$ cat config.mk
export PLATFORM = sky130hd
export DESIGN_NAME = p16_to_f32
export DESIGN_NICKNAME = d
export VERILOG_FILES = /design/src/rtl/p16_to_f32.sv
export SDC_FILE = /design/constraint.sdc
export NUM_CORES = 1
export LEC_CHECK = 0
export CAP_MARGIN = 40
export CORE_MARGIN = 2
export CORE_UTILIZATION = 56
export DETAILED_ROUTE_END_ITERATION = 8
export PLACE_DENSITY = 0.83
export SLEW_MARGIN = 20
export SYNTH_ARGS = -nofsm -noshare
export SYNTH_HDL_FRONTEND = slang
export SYNTH_SLANG_ARGS = --single-unit
$ cat constraint.sdc
create_clock -name clk -period 4 [get_ports clk]
set_input_delay 0.6 -clock clk [delete_from_list [all_inputs] [get_ports clk]]
set_output_delay 0.6 -clock clk [all_outputs]
set_load 0.02 [all_outputs]
$ cat src/rtl/p16_to_f32.sv
// Posit16 (es=1) to IEEE-754 binary32 converter, 3-stage valid/ready pipeline.
// Every posit16/es=1 value fits exactly in binary32, so the datapath has no rounding.
module p16_to_f32 #(
   parameter int unsigned N    = 16,
   parameter int unsigned ES   = 1,
   parameter int unsigned FN   = 32,
   parameter int unsigned FE   = 8,
   parameter int unsigned BIAS = 127,
   parameter int unsigned FS   = 23
) (
   input  logic          clk,
   input  logic          rst_n,
   input  logic          in_valid,
   output logic          in_ready,
   input  logic [N-1:0]  posit_in,
   output logic          out_valid,
   input  logic          out_ready,
   output logic [FN-1:0] float_out
);

   // Bits left after sign and the shortest regime (run + terminator): {e, frac}
   localparam int unsigned RW = N - 2 - ES;
   localparam int unsigned FW = RW - ES;

   logic adv;

   logic          s1_valid, s1_zero, s1_nar, s1_sign;
   logic [N-2:0]  s1_abs;
   logic [N-2:0]  p_abs;

   logic          s2_valid, s2_zero, s2_nar, s2_sign;
   logic [4:0]    s2_k;
   logic [RW-1:0] s2_rem;

   logic          reg_bit;
   logic [N-2:0]  run_bits;
   logic [3:0]    run_len;
   logic          run_end;
   logic [4:0]    k_val;
   logic [RW-1:0] rem_val;

   logic [FE-1:0] k_ext;
   logic [FE-1:0] exp_f;
   logic [FS-1:0] mant_f;

   // Every stage moves together; a bubble at the output never blocks the pipe
   assign adv      = ~out_valid | out_ready;
   assign in_ready = adv;

   // Magnitude of the operand; only the low N-1 bits matter (NaR folds to zero here)
   assign p_abs = posit_in[N-1] ? (~posit_in[N-2:0] + 1'b1) : posit_in[N-2:0];

   // Stage 1: register operand classification and magnitude
   always_ff @(posedge clk or negedge rst_n) begin
      if (!rst_n) begin
         s1_valid <= 1'b0;
         s1_zero  <= 1'b0;
         s1_nar   <= 1'b0;
         s1_sign  <= 1'b0;
         s1_abs   <= '0;
      end else if (adv) begin
         s1_valid <= in_valid;
         s1_zero  <= (posit_in == '0);
         s1_nar   <= (posit_in == {1'b1, {(N-1){1'b0}}});
         s1_sign  <= posit_in[N-1];
         s1_abs   <= p_abs;
      end
   end

   // Regime run length: first bit that differs from the leading regime bit
   always_comb begin
      reg_bit  = s1_abs[N-2];
      run_bits = reg_bit ? ~s1_abs : s1_abs;
      run_len  = 4'd15;
      run_end  = 1'b0;
      for (int i = N - 2; i >= 0; i--) begin
         if (!run_end && run_bits[i]) begin
            run_len = 4'(N - 2 - i);
            run_end = 1'b1;
         end
      end
      k_val   = reg_bit ? ({1'b0, run_len} - 5'd1) : (5'd0 - {1'b0, run_len});
      // Drop the run and its terminator; a 16-bit shift of a full run clears the field
      rem_val = RW'((s1_abs << ({1'b0, run_len} + 5'd1)) >> 2);
   end

   // Stage 2: register decoded regime and left-aligned exponent/fraction bits
   always_ff @(posedge clk or negedge rst_n) begin
      if (!rst_n) begin
         s2_valid <= 1'b0;
         s2_zero  <= 1'b0;
         s2_nar   <= 1'b0;
         s2_sign  <= 1'b0;
         s2_k     <= '0;
         s2_rem   <= '0;
      end else if (adv) begin
         s2_valid <= s1_valid;
         s2_zero  <= s1_zero;
         s2_nar   <= s1_nar;
         s2_sign  <= s1_sign;
         s2_k     <= k_val;
         s2_rem   <= rem_val;
      end
   end

   // Biased exponent 2k + e + BIAS and the zero-padded mantissa
   always_comb begin
      k_ext  = {{(FE-5){s2_k[4]}}, s2_k};
      exp_f  = (k_ext << 1) + {{(FE-1){1'b0}}, s2_rem[RW-1]} + FE'(BIAS);
      mant_f = {s2_rem[FW-1:0], {(FS-FW){1'b0}}};
   end

   // Stage 3: resolve specials (NaR over zero) and register the result
   always_ff @(posedge clk or negedge rst_n) begin
      if (!rst_n) begin
         out_valid <= 1'b0;
         float_out <= '0;
      end else if (adv) begin
         out_valid <= s2_valid;
         if (s2_nar) begin
            float_out <= {1'b0, {FE{1'b1}}, 1'b1, {(FS-1){1'b0}}};
         end else if (s2_zero) begin
            float_out <= '0;
         end else begin
            float_out <= {s2_sign, exp_f, mant_f};
         end
      end
   end

endmodule

Word-level counts from Yosys, hierarchy flattened
Index checks and enable logic that the tools add are counted.
{ "totals": {"ff_bits": 74, "inputBits": 20, "output_inout_bits": 34, "elab_cells": 88} }
{ "op_classes": {"addsub": 6, "n_eq_ne": 1, "n_shift": 1, "mux": 34, "n_bitwise": 4, "n_reduce_logical": 29} }
{ "op_table": {"columns": ["operator", "n"], "rows": [
  ["$mux 32", 2],
  ["$mux 4", 15],
  ["$mux 15", 2],
  ["$not 15->15", 2],
  ["$eq 16x16->1 const B", 1],
  ["$logic_not 16->1", 1],
  ["$add 15x1->15 const B", 1],
  ["$shl 15x5->15", 1],
  ["$logic_and 1x1->1", 14],
  ["$logic_not 1->1", 14],
  ["$mux 1", 14],
  ["$add 8x7->8 const B", 1],
  ["$add 6x2->7", 1],
  ["$add 4x1->5 const B", 1],
  ["$mux 5", 1],
  ["$sub 1x4->5 const A", 1],
  ["$sub 4x1->5 const B", 1],
  ["$not 1->1", 1],
  ["$or 1x1->1", 1]
]} }

Longest topological paths before layout
Gate-level depths: netlist (run 1).
{ "depth": {"word_depth": 47, "mapped_depth": 17, "mapped_depth_nobuf": 14} }

Worst setup path after synthesis (run 1)
Ideal clock, no wire load.
{ "synth_path": {"kind": "reg2reg", "start": "register s1_abs[13]", "end": "register s2_rem[8]", "setup_time_ns": 0.124, "t_arrival_ns": 3.219, "required_time_ns": 3.876, "setup_slack_ns": 0.657, "path_stages_with_launch": 17, "path_buffers": 2, "period_less_slack_ns": 3.343, "cell_sequence": "dfrtp_1 > buf_6 > or4_4 > o22ai_4 > nand3_4 > o21a_4 > nand2_4 > buf_12 > inv_1 > ha_1 > a21oi_1 > o2111ai_1 > o211ai_2 > nor2b_1 > nor2b_2 > a22o_1 > a211o_1"} }
{ "synth_via": {"elab_chain_len": 45, "elab_cells_between_ends": 58, "classes_between": "1 x add/sub; 1 x shift; 28 x mux; 1 x bitwise; 27 x reduce/logical"} }
{ "synth_rtl": {"columns": ["item", "line_no", "text"], "rows": [
  ["start, declared", "28", "logic [N-2:0] s1_abs;"],
  ["start signal, assigned", "66", "s1_abs <= p_abs;"],
  ["$not 15->15", "73", "run_bits = reg_bit ? ~s1_abs : s1_abs;"],
  ["$mux 15", "73", null],
  ["$logic_and 1x1->1", "77", "if (!run_end && run_bits[i]) begin"],
  ["$mux 1", "77", null],
  ["$logic_not 1->1", "77", null],
  ["$logic_and 1x1->1", "77", null],
  ["$mux 1", "77", null],
  ["$logic_not 1->1", "77", null],
  ["(+29 left out)", null, null],
  ["$logic_not 1->1", "77", null],
  ["$logic_and 1x1->1", "77", null],
  ["$mux 1", "77", null],
  ["$logic_not 1->1", "77", null],
  ["$logic_and 1x1->1", "77", null],
  ["$mux 4", "77", null],
  ["$add 4x1->5", "84", "rem_val = RW'((s1_abs << ({1'b0, run_len} + 5'd1)) >> 2);"],
  ["$shl 15x5->15 *", "84", null],
  ["end signal, assigned", "102", "s2_rem <= rem_val;"],
  ["end, declared", "33", "logic [RW-1:0] s2_rem;"]
]} }
Every way passes the cells marked *; elsewhere a longest branch is shown, timed or not.
A chain may end at the register's enable or synchronous reset.

Final worst setup path (run 1)
{ "layout_path": {"start": "register s1_abs[14]", "end": "register s2_rem[8]"} }
{ "layout_via": {"elab_chain_len": 47, "elab_cells_between_ends": 61, "classes_between": "1 x add/sub; 1 x shift; 30 x mux; 1 x bitwise; 28 x reduce/logical"} }
{ "layout_rtl": {"columns": ["item", "line_no"], "rows": [
  ["$not 15->15", "73"],
  ["$mux 15", "73"],
  ["$mux 1", "77"],
  ["$logic_not 1->1", "77"],
  ["$logic_and 1x1->1", "77"],
  ["$mux 1", "77"],
  ["$logic_not 1->1", "77"],
  ["$logic_and 1x1->1", "77"],
  ["(+31 left out)", null],
  ["$logic_not 1->1", "77"],
  ["$logic_and 1x1->1", "77"],
  ["$mux 1", "77"],
  ["$logic_not 1->1", "77"],
  ["$logic_and 1x1->1", "77"],
  ["$mux 4", "77"],
  ["$add 4x1->5", "84"],
  ["$shl 15x5->15 *", "84"]
]} }
Marked as above.

==> key figures, run 1 <==
Status
  – Status: finished clean

Clock tree
  – Clock Sinks: 63
  – # resized after CTS: 0
  – Skew-Pair Late Insertion Delay: 0.34 ns
  – Worst-path clk slew: 0.07 ns
  – CTS Buf Count: 9
  – Root buf cell: clkbuf_8
  – CTS Hold Buffers Added: 0
  – Max clock buf depth: 2
  – Post-CTS setup buffer count: 0
  – Htree depth: 3
  – CTS tree: done

Floorplan
  – Starting Density: 58.4%
  – Core area: between 6000 and 7000 µm²
  – Row count: 30
  – IO Pins: 54
  – Die Height: approximately 90 µm
  – Die area: 7850 µm²
  – Die width: around 89 µm

GRT
  – Initial antenna violation count: 0
  – Vias in the first global route: between 3000 and 4000
  – Largest net degree at the start of global routing: 83
  – Gr usage total: 24.0%
  – Total grt overflow: 0
  – First-pass GRT wire length: 14600 µm

Drt
  – Avg WL per Cell: 15.1 µm
  – Routed vias/inst: a little under 6
  – Drt pass-1 iters: 4
  – Routed via count: 3371
  – Antenna-violating nets left: 0
  – Post-Route WL: slightly below 9000 µm
  – DRC viols: 0
  – DR iter-0 viols: 270

Power and ir drop
  – Leakage: just under 2 nW
  – Pwr per Cell Area: 796 nW/µm²
  – Max IR drop VDD: around 360 µV
  – Combinational share of power: between 50% and 60%
  – Sw Ratio: between 40% and 50%
  – Sequential share of power: between 30% and 40%
  – Power Internal: 0.00220 W
  – Net switching power: between 0.0015 and 0.002 W
  – Clk pwr share: between 10% and 20%

STA
  – Final Cycle Share: 88.8%
  – Slew Limit Fails: 0
  – Max_slew headroom: about half
  – Hold Vio Cnt, Final: 0
  – FMAX: approximately 280 MHz
  – Crit path time final: approximately 3.6 ns
  – RSZ-0062 raised after global routing: false
  – Setup-failing EPs final: 0
  – Clock Skews: between 0.004 and 0.005 ns
  – Tightest Pin Transition: about 0.75 ns
  – TNS Setup: 0 ns

Final layout
  – Final Non-Filler Cells: around 580
  – Final net count: 499
  – Multi-input logic area: about 2200 µm²
  – Ant diodes: 0
  – Fillers: about 560
  – Layout cells sized above 1: between 10% and 20%
  – Fin util: between 60% and 70%
  – Most common cell after layout, fill and taps aside: nand2_1
  – Synthesis-to-layout area growth: 16.5%
  – Leading cell types in the layout, fill and taps excluded: nand2_1 (71), dfrtp_1 (63), clkdlybuf4s50_1 (41)
  – FF+latch area: between 1500 and 2000 µm²

Placed design
  – Placer Congestion: 0.933
  – Port Buffer Count: 42
  – DP HPWL: around 6300 µm
  – Dpl cells: 559

Worst setup path
  – Top delay family on crit path: compound AO/OA/AOI/OAI gates
  – Worst path cell trace: or4_1, nand2_1, o221ai_1, a21o_1, nand2_4, inv_1, ha_1, a21oi_1, o2111ai_1, o211ai_2, nor2b_1, nor2b_2, a22o_1, a211o_1
  – Required @ worst endpoint: approximately 4.2 ns
  – Bufs and invs on worst path: 1
  – Worst r2r path cells: 14
  – CP Launch Type: register
  – Worst path max stage delay: 0.59 ns
  – Crit path arrival time: approximately 3.8 ns
  – FF-to-FF End: s2_rem[8]
  – Crit. End Element: register
  – Reg2Reg Launch Point: s1_abs[14]
  – Setup CP Type: register to register
  – Critical path's slowest cell: or4_1
  – Worst R2R Setup Slack: 0.45 ns
  – Crit Path Max Fanout: 13

Synthesis
  – Post-synth top flop: dfrtp_1
  – Warnings from Yosys: 0
  – Avg Cell Area, Syn: ~9.0 µm²
  – Post-Syn Instances: 443
  – Unique cell type count in the Yosys netlist: 61
  – Sequential area share after synthesis: approximately two fifths
  – EDFF count, synth: 0
  – Async S/R FF share, synth: 100%
  – Yosys reg bits: 63
  – Synthesized cell area: 4010 µm²

Min path
  – Hold WC Path Type: input port to asynchronous set/reset pin

Flow run
  – Max-cap viol count: 0
-- cell type report --
class / count / area share [%]
multi-input combinational: 336 / 46.9
sequential: 63 / 33.8
timing repair buffer: 51 / 10.3
clock buffer: 10 / 2.95
tap: 96 / 2.57
clock inverter: 6 / 2.47
inverter: 13 / 1.05
-- per-stage QoR --
step / power [W] / hold WS [ns] / cell area [µm²] / setup slack (ns)
after floorplan: 0.00247 / 0.304 / 4050 / 0.657
after global placement: 0.00295 / 0.441 / 4420 / 0.665
after detailed placement: 0.00301 / 0.461 / 4420 / 0.550
after CTS: 0.00372 / 0.258 / 4670 / 0.473
after global routing: 0.00397 / 0.290 / 4670 / 0.214
final: 0.00371 / 0.247 / 4670 / 0.448
-- synthesized netlist by cell type (all sizes together) (4+ instances only) --
library cell / count / area (µm²)
nand2: 72 / 278
dfrtp: 63 / 1580
o21ai: 43 / 215
buf: 25 / 180
a21oi: 24 / 120
nor2: 23 / 86.3
clkbuf: 16 / 60.1
nand3: 15 / 87.6
a22o: 14 / 123
xor2: 14 / 123
inv: 13 / 48.8
mux4: 9 / 203
o31ai: 9 / 72.6
nor2b: 8 / 60.1
mux2i: 6 / 60.1
nor3: 6 / 30.0
o211ai: 6 / 50.1
xnor2: 6 / 52.6
a31oi: 5 / 31.3
and2: 5 / 31.3
ha: 5 / 62.6
nand2b: 5 / 31.3
a211oi: 4 / 30.0
and3: 4 / 25.0
nand4: 4 / 25.0
-- sequential cells by signal, summed over array words and instances (netlist names), 5 cells and up --
register   count
float_out     21
s2_k           5
s1_abs        15
s2_rem        13
-- metal layers --
metal / part of all wire [%] / GRT usage [%] / wire [µm] / vias up
met2: 50 / 41.0 / 4350 / 107
met3: 5.6 / 3.82 / 484 / 15
met4: 1.8 / 9.09 / 155 / 0
met1: 43 / 30.7 / 3710 / 1614
met5: 0 / 0 / 0 / -
li1: - / - / - / 1635
-- power groups by stage --
stage | sequential, W | clock [W] | combinational (W)
floorplan | 0.00117 | 0 | 0.00130
global placement | 0.00113 | 0 | 0.00182
detailed placement | 0.00115 | 0 | 0.00186
CTS | 0.00114 | 0.000706 | 0.00187
global route | 0.00118 | 0.000737 | 0.00205
finish | 0.00114 | 0.000703 | 0.00187
-- worst reg2reg max path: stages (launching register included) --
cell,delay [ns]
dfrtp_1,0.53
or4_1,0.59
nand2_1,0.18
o221ai_1,0.21
a21o_1,0.32
nand2_4,0.13
inv_1,0.05
ha_1,0.22
a21oi_1,0.19
o2111ai_1,0.17
o211ai_2,0.12
nor2b_1,0.11
nor2b_2,0.20
a22o_1,0.20
a211o_1,0.22
-- kinds of logic after synthesis --
group	Yosys count	synth area share, %
DFF	63	39.3
buffers and inverters	54	7.21
xor gates and xnor gates	20	4.37
adders and majority gates	5	1.56
AOI/OAI and AO/OA	129	22.1
and+or+nand+nor	156	18.8
muxes	15	6.55
other	1	0.0935
-- worst max path at each step --
stage	start	endpoint	cells past startpoint
floorplan	s1_abs[13]	s2_rem[8]	16
global placement	s1_abs[14]	s2_rem[11]	14
detailed placement	s1_abs[14]	s2_rem[8]	14
CTS	s1_abs[14]	s2_rem[8]	14
global route	s1_abs[14]	s2_rem[8]	14
finish	s1_abs[14]	s2_rem[8]	14
Power figures use the tool's default switching activity.
==> run 2: changes to the inputs <==
--- a/config.mk
+++ b/config.mk
@@ -7,9 +7,9 @@
 export LEC_CHECK = 0
 export CAP_MARGIN = 40
 export CORE_MARGIN = 2
-export CORE_UTILIZATION = 56
+export CORE_UTILIZATION = 55
 export DETAILED_ROUTE_END_ITERATION = 8
-export PLACE_DENSITY = 0.83
+export PLACE_DENSITY = 0.82
 export SLEW_MARGIN = 20
 export SYNTH_ARGS = -nofsm -noshare
 export SYNTH_HDL_FRONTEND = slang
==> key figures, run 2 (synthesized netlist as in run 1, its figures left out) <==
Power and ir drop
  – Combinational share of power: 52.2% (was 50.3%)
  – Net switching power: 0.00151 W (was 0.00152 W)
  – Sequential share of power: 32.0% (was 30.8%)
  – Clk pwr share: 15.8% (was 18.9%)
  – Pwr per Cell Area: 773 nW/µm² (was 796 nW/µm²)
  – Max IR drop VDD: 247 µV (was 360 µV)
  – Leakage: 1.94 nW (was 1.95 nW)
  – Power Internal: 0.00207 W (was 0.00220 W)
  – Sw Ratio: 42.1% (was 40.9%)

Min path
  – Hold WC Path Type: input port to asynchronous set/reset pin (unchanged)

STA
  – TNS Setup: 0 ns (unchanged)
  – Max_slew headroom: 59.6% (was 49.7%)
  – Clock Skews: 0.0133 ns (was 0.00467 ns)
  – Fin Hold WS: 0.230 ns (was 0.247 ns)
  – Worst setup margin: 0.332 ns (was 0.448 ns)
  – RSZ-0062 raised after global routing: false (unchanged)
  – Crit path time final: 3.67 ns (was 3.55 ns)
  – FMAX: 273 MHz (was 282 MHz)
  – Slew Limit Fails: 0 (unchanged)
  – Hold Vio Cnt, Final: 0 (unchanged)
  – Setup-failing EPs final: 0 (unchanged)
  – Tightest Pin Transition: 0.601 ns (was 0.747 ns)
  – Final Cycle Share: 91.7% (was 88.8%)

Floorplan
  – IO Pins: 54 (unchanged)
  – Core area: 7140 µm² (was 6870 µm²)
  – Starting Density: 56.2% (was 58.4%)
  – Row count: 31 (was 30)
  – Die area: 7990 µm² (was 7850 µm²)
  – Die Height: 89.4 µm (was 88.6 µm)
  – Die width: 89.4 µm (was 88.6 µm)

GRT
  – Gr usage total: 24.2% (was 24.0%)
  – Largest net degree at the start of global routing: 46 (was 83)
  – Initial antenna violation count: 0 (unchanged)
  – Vias in the first global route: 3061 (was 3118)
  – Met2 global-route usage: 39.4% (was 41.0%)
  – Met1 usage: 31.9% (was 30.7%)
  – Gr busiest metal: met2 (unchanged)
  – First-pass GRT wire length: 14800 µm (was 14600 µm)
  – Global routing usage on met3: 3.69% (was 3.82%)
  – Total grt overflow: 0 (unchanged)

Worst setup path
  – Required @ worst endpoint: 4.23 ns (about the same)
  – FF-to-FF End: s2_rem[8] (unchanged)
  – Worst R2R Setup Slack: 0.33 ns (was 0.45 ns)
  – Crit Path Max Fanout: 15 (was 13)
  – Setup CP Type: register to register (unchanged)
  – Reg2Reg Launch Point: s1_abs[14] (unchanged)
  – Crit. End Element: register (unchanged)
  – Crit path arrival time: 3.90 ns (was 3.79 ns)
  – Worst r2r path cells: 14 (unchanged)
  – CP Launch Type: register (unchanged)

Placed design
  – Area after DPL: 4430 µm² (was 4420 µm²)
  – DP HPWL: 6540 µm (was 6270 µm)
  – Pre-CTS setup slack: 0.377 ns (was 0.550 ns)
  – Port Buffer Count: 42 (unchanged)
  – Placer Congestion: 0.929 (was 0.933)

Clock tree
  – # resized after CTS: 0 (unchanged)
  – Htree depth: 3 (unchanged)
  – Worst-path clk slew: 0.08 ns (was 0.07 ns)
  – Clock Sinks: 63 (unchanged)
  – CTS Hold Buffers Added: 0 (unchanged)
  – Post-CTS setup buffer count: 0 (unchanged)
  – CTS Buf Count: 9 (unchanged)
  – Skew-Pair Late Insertion Delay: 0.36 ns (was 0.34 ns)
  – Root buf cell: clkbuf_8 (unchanged)
  – Max clock buf depth: 2 (unchanged)
  – CTS tree: done (unchanged)

Drt
  – DR iter-0 viols: 157 (was 270)
  – Routed via count: 3311 (was 3371)
  – Post-Route WL: 8760 µm (was 8700 µm)
  – Routed vias/inst: 5.72 (was 5.86)
  – DRC viols: 0 (unchanged)
  – Antenna-violating nets left: 0 (unchanged)
  – Avg WL per Cell: 15.1 µm (about the same)
  – Drt pass-1 iters: 4 (unchanged)

Status
  – Status: finished clean (unchanged)

Final layout
  – Final net count: 500 (was 499)
  – Most common cell after layout, fill and taps aside: nand2_1 (unchanged)
  – Largest Register: float_out (unchanged)
  – Regs by FF count: float_out: 21 flops, s1_abs: 15 flops, s2_rem: 13 flops (unchanged)
  – Layout cells sized above 1: 10.4% (about the same)
  – Synthesis-to-layout area growth: 15.4% (was 16.5%)
  – Fin util: 64.8% (was 68.0%)
  – Post-layout instance area: 4630 µm² (was 4670 µm²)
  – Max reg flops: 21 (unchanged)
  – Leading cell types in the layout, fill and taps excluded: nand2_1 (71), dfrtp_1 (63), clkdlybuf4s50_1 (41) (unchanged)
  – Fillers: 620 (was 561)
  – Ant diodes: 0 (unchanged)

Flow run
  – Max-cap viol count: 0 (unchanged)
## run 2: cell count changes in the layout (fill, tap and decap cells not counted)
cell	before	now
clkinv_4	1	0
bufinv_16	3	1
clkinv_2	0	2
buf_4	9	10
clkbuf_1	0	1
## run 2: critical path, stage by stage, from the launching register on
cell,delay (ns)
dfrtp_1,0.54
or4_1,0.59
nand2_1,0.15
o221ai_1,0.19
a21o_1,0.32
nand2_4,0.16
inv_1,0.06
ha_1,0.23
a21oi_1,0.16
o2111ai_1,0.16
o211ai_2,0.19
nor2b_1,0.15
nor2b_2,0.22
a22o_1,0.20
a211o_1,0.22
## run 2: per-layer routing
| layer | share of wire [%] | vias up |
|---|---|---|
| met4 | 1.7 | 0 |
| li1 | - | 1637 |
| met2 | 49 | 84 |
| met5 | 0 | - |
| met1 | 46 | 1575 |
| met3 | 3.4 | 15 |
## run 2: power groups by stage
stage               registers [W]  logic, W  clock network, W
detailed placement        0.00115   0.00187                 0
global route              0.00118   0.00206          0.000604
floorplan                 0.00117   0.00130                 0
CTS                       0.00114   0.00187          0.000571
global placement          0.00114   0.00184                 0
finish                    0.00115   0.00187          0.000565
## run 2: stage by stage
stage	total power [W]	instances
after floorplan	0.00247	453
after global placement	0.00298	563
after detailed placement	0.00302	563
after CTS	0.00359	579
after global routing	0.00385	579
final	0.00358	579
## run 2: final cells by class
class | count | area [µm²] | area share (%)
Multi-Input combinational cell | 336 | 2190 | 47.3
Timing Repair Buffer | 52 | 490 | 10.6
Sequential cell | 63 | 1580 | 34.1
Clock inverter | 5 | 56.3 | 1.22
Inverter | 13 | 48.8 | 1.05
Clock buffer | 11 | 141 | 3.06
Tap cell | 99 | 124 | 2.68
## run 2: how the worst max path moves through the flow
| stage | startpoint | end | slack, ns | depth (start not counted) |
|---|---|---|---|---|
| CTS | s1_abs[14] | s2_rem[8] | 0.35 | 14 |
| detailed placement | s1_abs[14] | s2_rem[8] | 0.38 | 14 |
| global route | s1_abs[14] | s2_rem[8] | 0.04 | 14 |
| floorplan | s1_abs[13] | s2_rem[8] | 0.66 | 16 |
| finish | s1_abs[14] | s2_rem[8] | 0.33 | 14 |
| global placement | s1_abs[14] | s2_rem[8] | 0.46 | 14 |
==> run 3: changes to the inputs <==
--- a/config.mk
+++ b/config.mk
@@ -8,6 +8,7 @@
 export CAP_MARGIN = 40
 export CORE_MARGIN = 2
 export CORE_UTILIZATION = 55
+export CTS_BUF_LIST = sky130_fd_sc_hd__clkbuf_8 sky130_fd_sc_hd__clkbuf_16
 export DETAILED_ROUTE_END_ITERATION = 8
 export PLACE_DENSITY = 0.82
 export SLEW_MARGIN = 20
==> key figures, run 3 (synthesized netlist as in run 1, its figures left out) <==
Clock tree
  – # resized after CTS: 0 (unchanged)
  – Htree depth: 3 (unchanged)
  – CTS Hold Buffers Added: 0 (unchanged)
  – Skew-Pair Late Insertion Delay: 0.35 ns (was 0.36 ns)
  – Root buf cell: clkbuf_8 (unchanged)
  – Clock Sinks: 63 (unchanged)
  – Post-CTS setup buffer count: 0 (unchanged)
  – CTS Buf Count: 9 (unchanged)
  – CTS tree: done (unchanged)
  – Worst-path clk slew: 0.08 ns (about the same)
  – Max clock buf depth: 2 (unchanged)

Drt
  – DRC viols: 0 (unchanged)
  – DR iter-0 viols: 158 (was 157)
  – Post-Route WL: 8760 µm (about the same)
  – Antenna-violating nets left: 0 (unchanged)
  – Avg WL per Cell: 15.1 µm (about the same)
  – Drt pass-1 iters: 4 (unchanged)
  – Routed via count: 3308 (was 3311)
  – Routed vias/inst: 5.71 (was 5.72)

Power and ir drop
  – Clk pwr share: 15.8% (about the same)
  – Net switching power: 0.00151 W (about the same)
  – Overall Power: 0.00357 W (was 0.00358 W)
  – Leakage: 1.94 nW (about the same)
  – Power Internal: 0.00207 W (about the same)
  – Sw Ratio: 42.2% (was 42.1%)
  – Sequential share of power: 32.0% (about the same)
  – Max IR drop VDD: 247 µV (about the same)
  – Pwr per Cell Area: 773 nW/µm² (about the same)
  – Combinational share of power: 52.2% (about the same)

Worst setup path
  – Crit path arrival time: 3.90 ns (about the same)
  – Required @ worst endpoint: 4.23 ns (about the same)
  – Crit Path Max Fanout: 15 (unchanged)
  – Setup CP Type: register to register (unchanged)
  – Crit. End Element: register (unchanged)
  – CP Launch Type: register (unchanged)

GRT
  – Gr usage total: 24.2% (unchanged)
  – Initial antenna violation count: 0 (unchanged)
  – First-pass GRT wire length: 14800 µm (unchanged)
  – Total grt overflow: 0 (unchanged)
  – Largest net degree at the start of global routing: 46 (unchanged)
  – Vias in the first global route: 3061 (unchanged)

STA
  – Final Cycle Share: 91.7% (about the same)
  – Clock Skews: 0.0135 ns (was 0.0133 ns)
  – RSZ-0062 raised after global routing: false (unchanged)
  – Setup-failing EPs final: 0 (unchanged)
  – Crit path time final: 3.67 ns (about the same)
  – Max_slew headroom: 59.6% (unchanged)
  – Slew Limit Fails: 0 (unchanged)
  – Tightest Pin Transition: 0.601 ns (unchanged)
  – Fin Hold WS: 0.235 ns (was 0.230 ns)
  – Hold Vio Cnt, Final: 0 (unchanged)
  – TNS Setup: 0 ns (unchanged)
  – FMAX: 273 MHz (about the same)
  – Worst setup margin: 0.332 ns (about the same)

Floorplan
  – Die area: 7990 µm² (unchanged)
  – Die width: 89.4 µm (unchanged)
  – Die Height: 89.4 µm (unchanged)
  – Core area: 7140 µm² (unchanged)
  – Row count: 31 (unchanged)
  – Starting Density: 56.2% (unchanged)
  – IO Pins: 54 (unchanged)

Final layout
  – Largest Register: float_out (unchanged)
  – Max reg flops: 21 (unchanged)
  – Fillers: 620 (unchanged)
  – Most common cell after layout, fill and taps aside: nand2_1 (unchanged)
  – Post-layout instance area: 4630 µm² (unchanged)
  – Layout cells sized above 1: 10.4% (unchanged)
  – Synthesis-to-layout area growth: 15.4% (unchanged)
  – Regs by FF count: float_out: 21 flops, s1_abs: 15 flops, s2_rem: 13 flops (unchanged)
  – Ant diodes: 0 (unchanged)
  – Leading cell types in the layout, fill and taps excluded: nand2_1 (71), dfrtp_1 (63), clkdlybuf4s50_1 (41) (unchanged)
  – Final net count: 500 (unchanged)

Placed design
  – Pre-CTS setup slack: 0.377 ns (unchanged)
  – Port Buffer Count: 42 (unchanged)
  – Placer Congestion: 0.929 (unchanged)
  – DP HPWL: 6540 µm (unchanged)
  – Area after DPL: 4430 µm² (unchanged)

Min path
  – Hold WC Path Type: input port to asynchronous set/reset pin (unchanged)

Flow run
  – Max-cap viol count: 0 (unchanged)

Status
  – Status: finished clean (unchanged)
## run 3: cell count changes in the layout (fill, tap and decap cells not counted)
cell      change
clkbuf_1      -1
inv_1         +1
## run 3: final timing paths
check	slack, ns	from	endpoint	depth (start not counted)
max in group asynchronous	2.88	rst_n	s1_abs[1]	2
min	0.23	rst_n	float_out[25]	1
max	0.33	s1_abs[14]	s2_rem[8]	14
max reg2reg	0.33	s1_abs[14]	s2_rem[8]	14
min in group clk	0.47	s2_valid	out_valid	1
min reg2reg	0.47	s2_valid	out_valid	1
## run 3: final cells by class
type / count / area [µm²] / area share, %
Clock buffer: 10 / 138 / 2.98
Clock inverter: 6 / 60.1 / 1.30
Inverter: 13 / 48.8 / 1.05
Multi-Input combinational cell: 336 / 2190 / 47.3
Sequential cell: 63 / 1580 / 34.1
Tap cell: 99 / 124 / 2.68
Timing Repair Buffer: 52 / 490 / 10.6
## run 3: layer usage
metal	up-vias	track usage [%]	wire length [µm]
met3	15	3.69	288
met1	1575	31.9	4050
li1	1636	-	-
met4	0	11.0	150
met5	-	0	0
met2	82	39.4	4280
## run 3: power by group through the flow
stage | Sequential, W | Combinational, W | Clock [W]
after floorplan | 0.00117 | 0.00130 | 0
after global placement | 0.00114 | 0.00184 | 0
after detailed placement | 0.00115 | 0.00187 | 0
after CTS | 0.00114 | 0.00187 | 0.000569
after global routing | 0.00118 | 0.00206 | 0.000601
final | 0.00115 | 0.00187 | 0.000563
## run 3: through the flow
step	util [%]	instances
after floorplan	-	453
after global placement	62.0	563
after detailed placement	62.0	563
after CTS	64.8	579
after global routing	64.8	579
final	64.8	579
## run 3: worst max-delay path, stage by stage (launching register included)
cell and delay (ns):
dfrtp_1 0.54, or4_1 0.59, nand2_1 0.15, o221ai_1 0.19
a21o_1 0.32, nand2_4 0.16, inv_1 0.06, ha_1 0.23
a21oi_1 0.16, o2111ai_1 0.16, o211ai_2 0.19, nor2b_1 0.15
nor2b_2 0.22, a22o_1 0.20, a211o_1 0.22
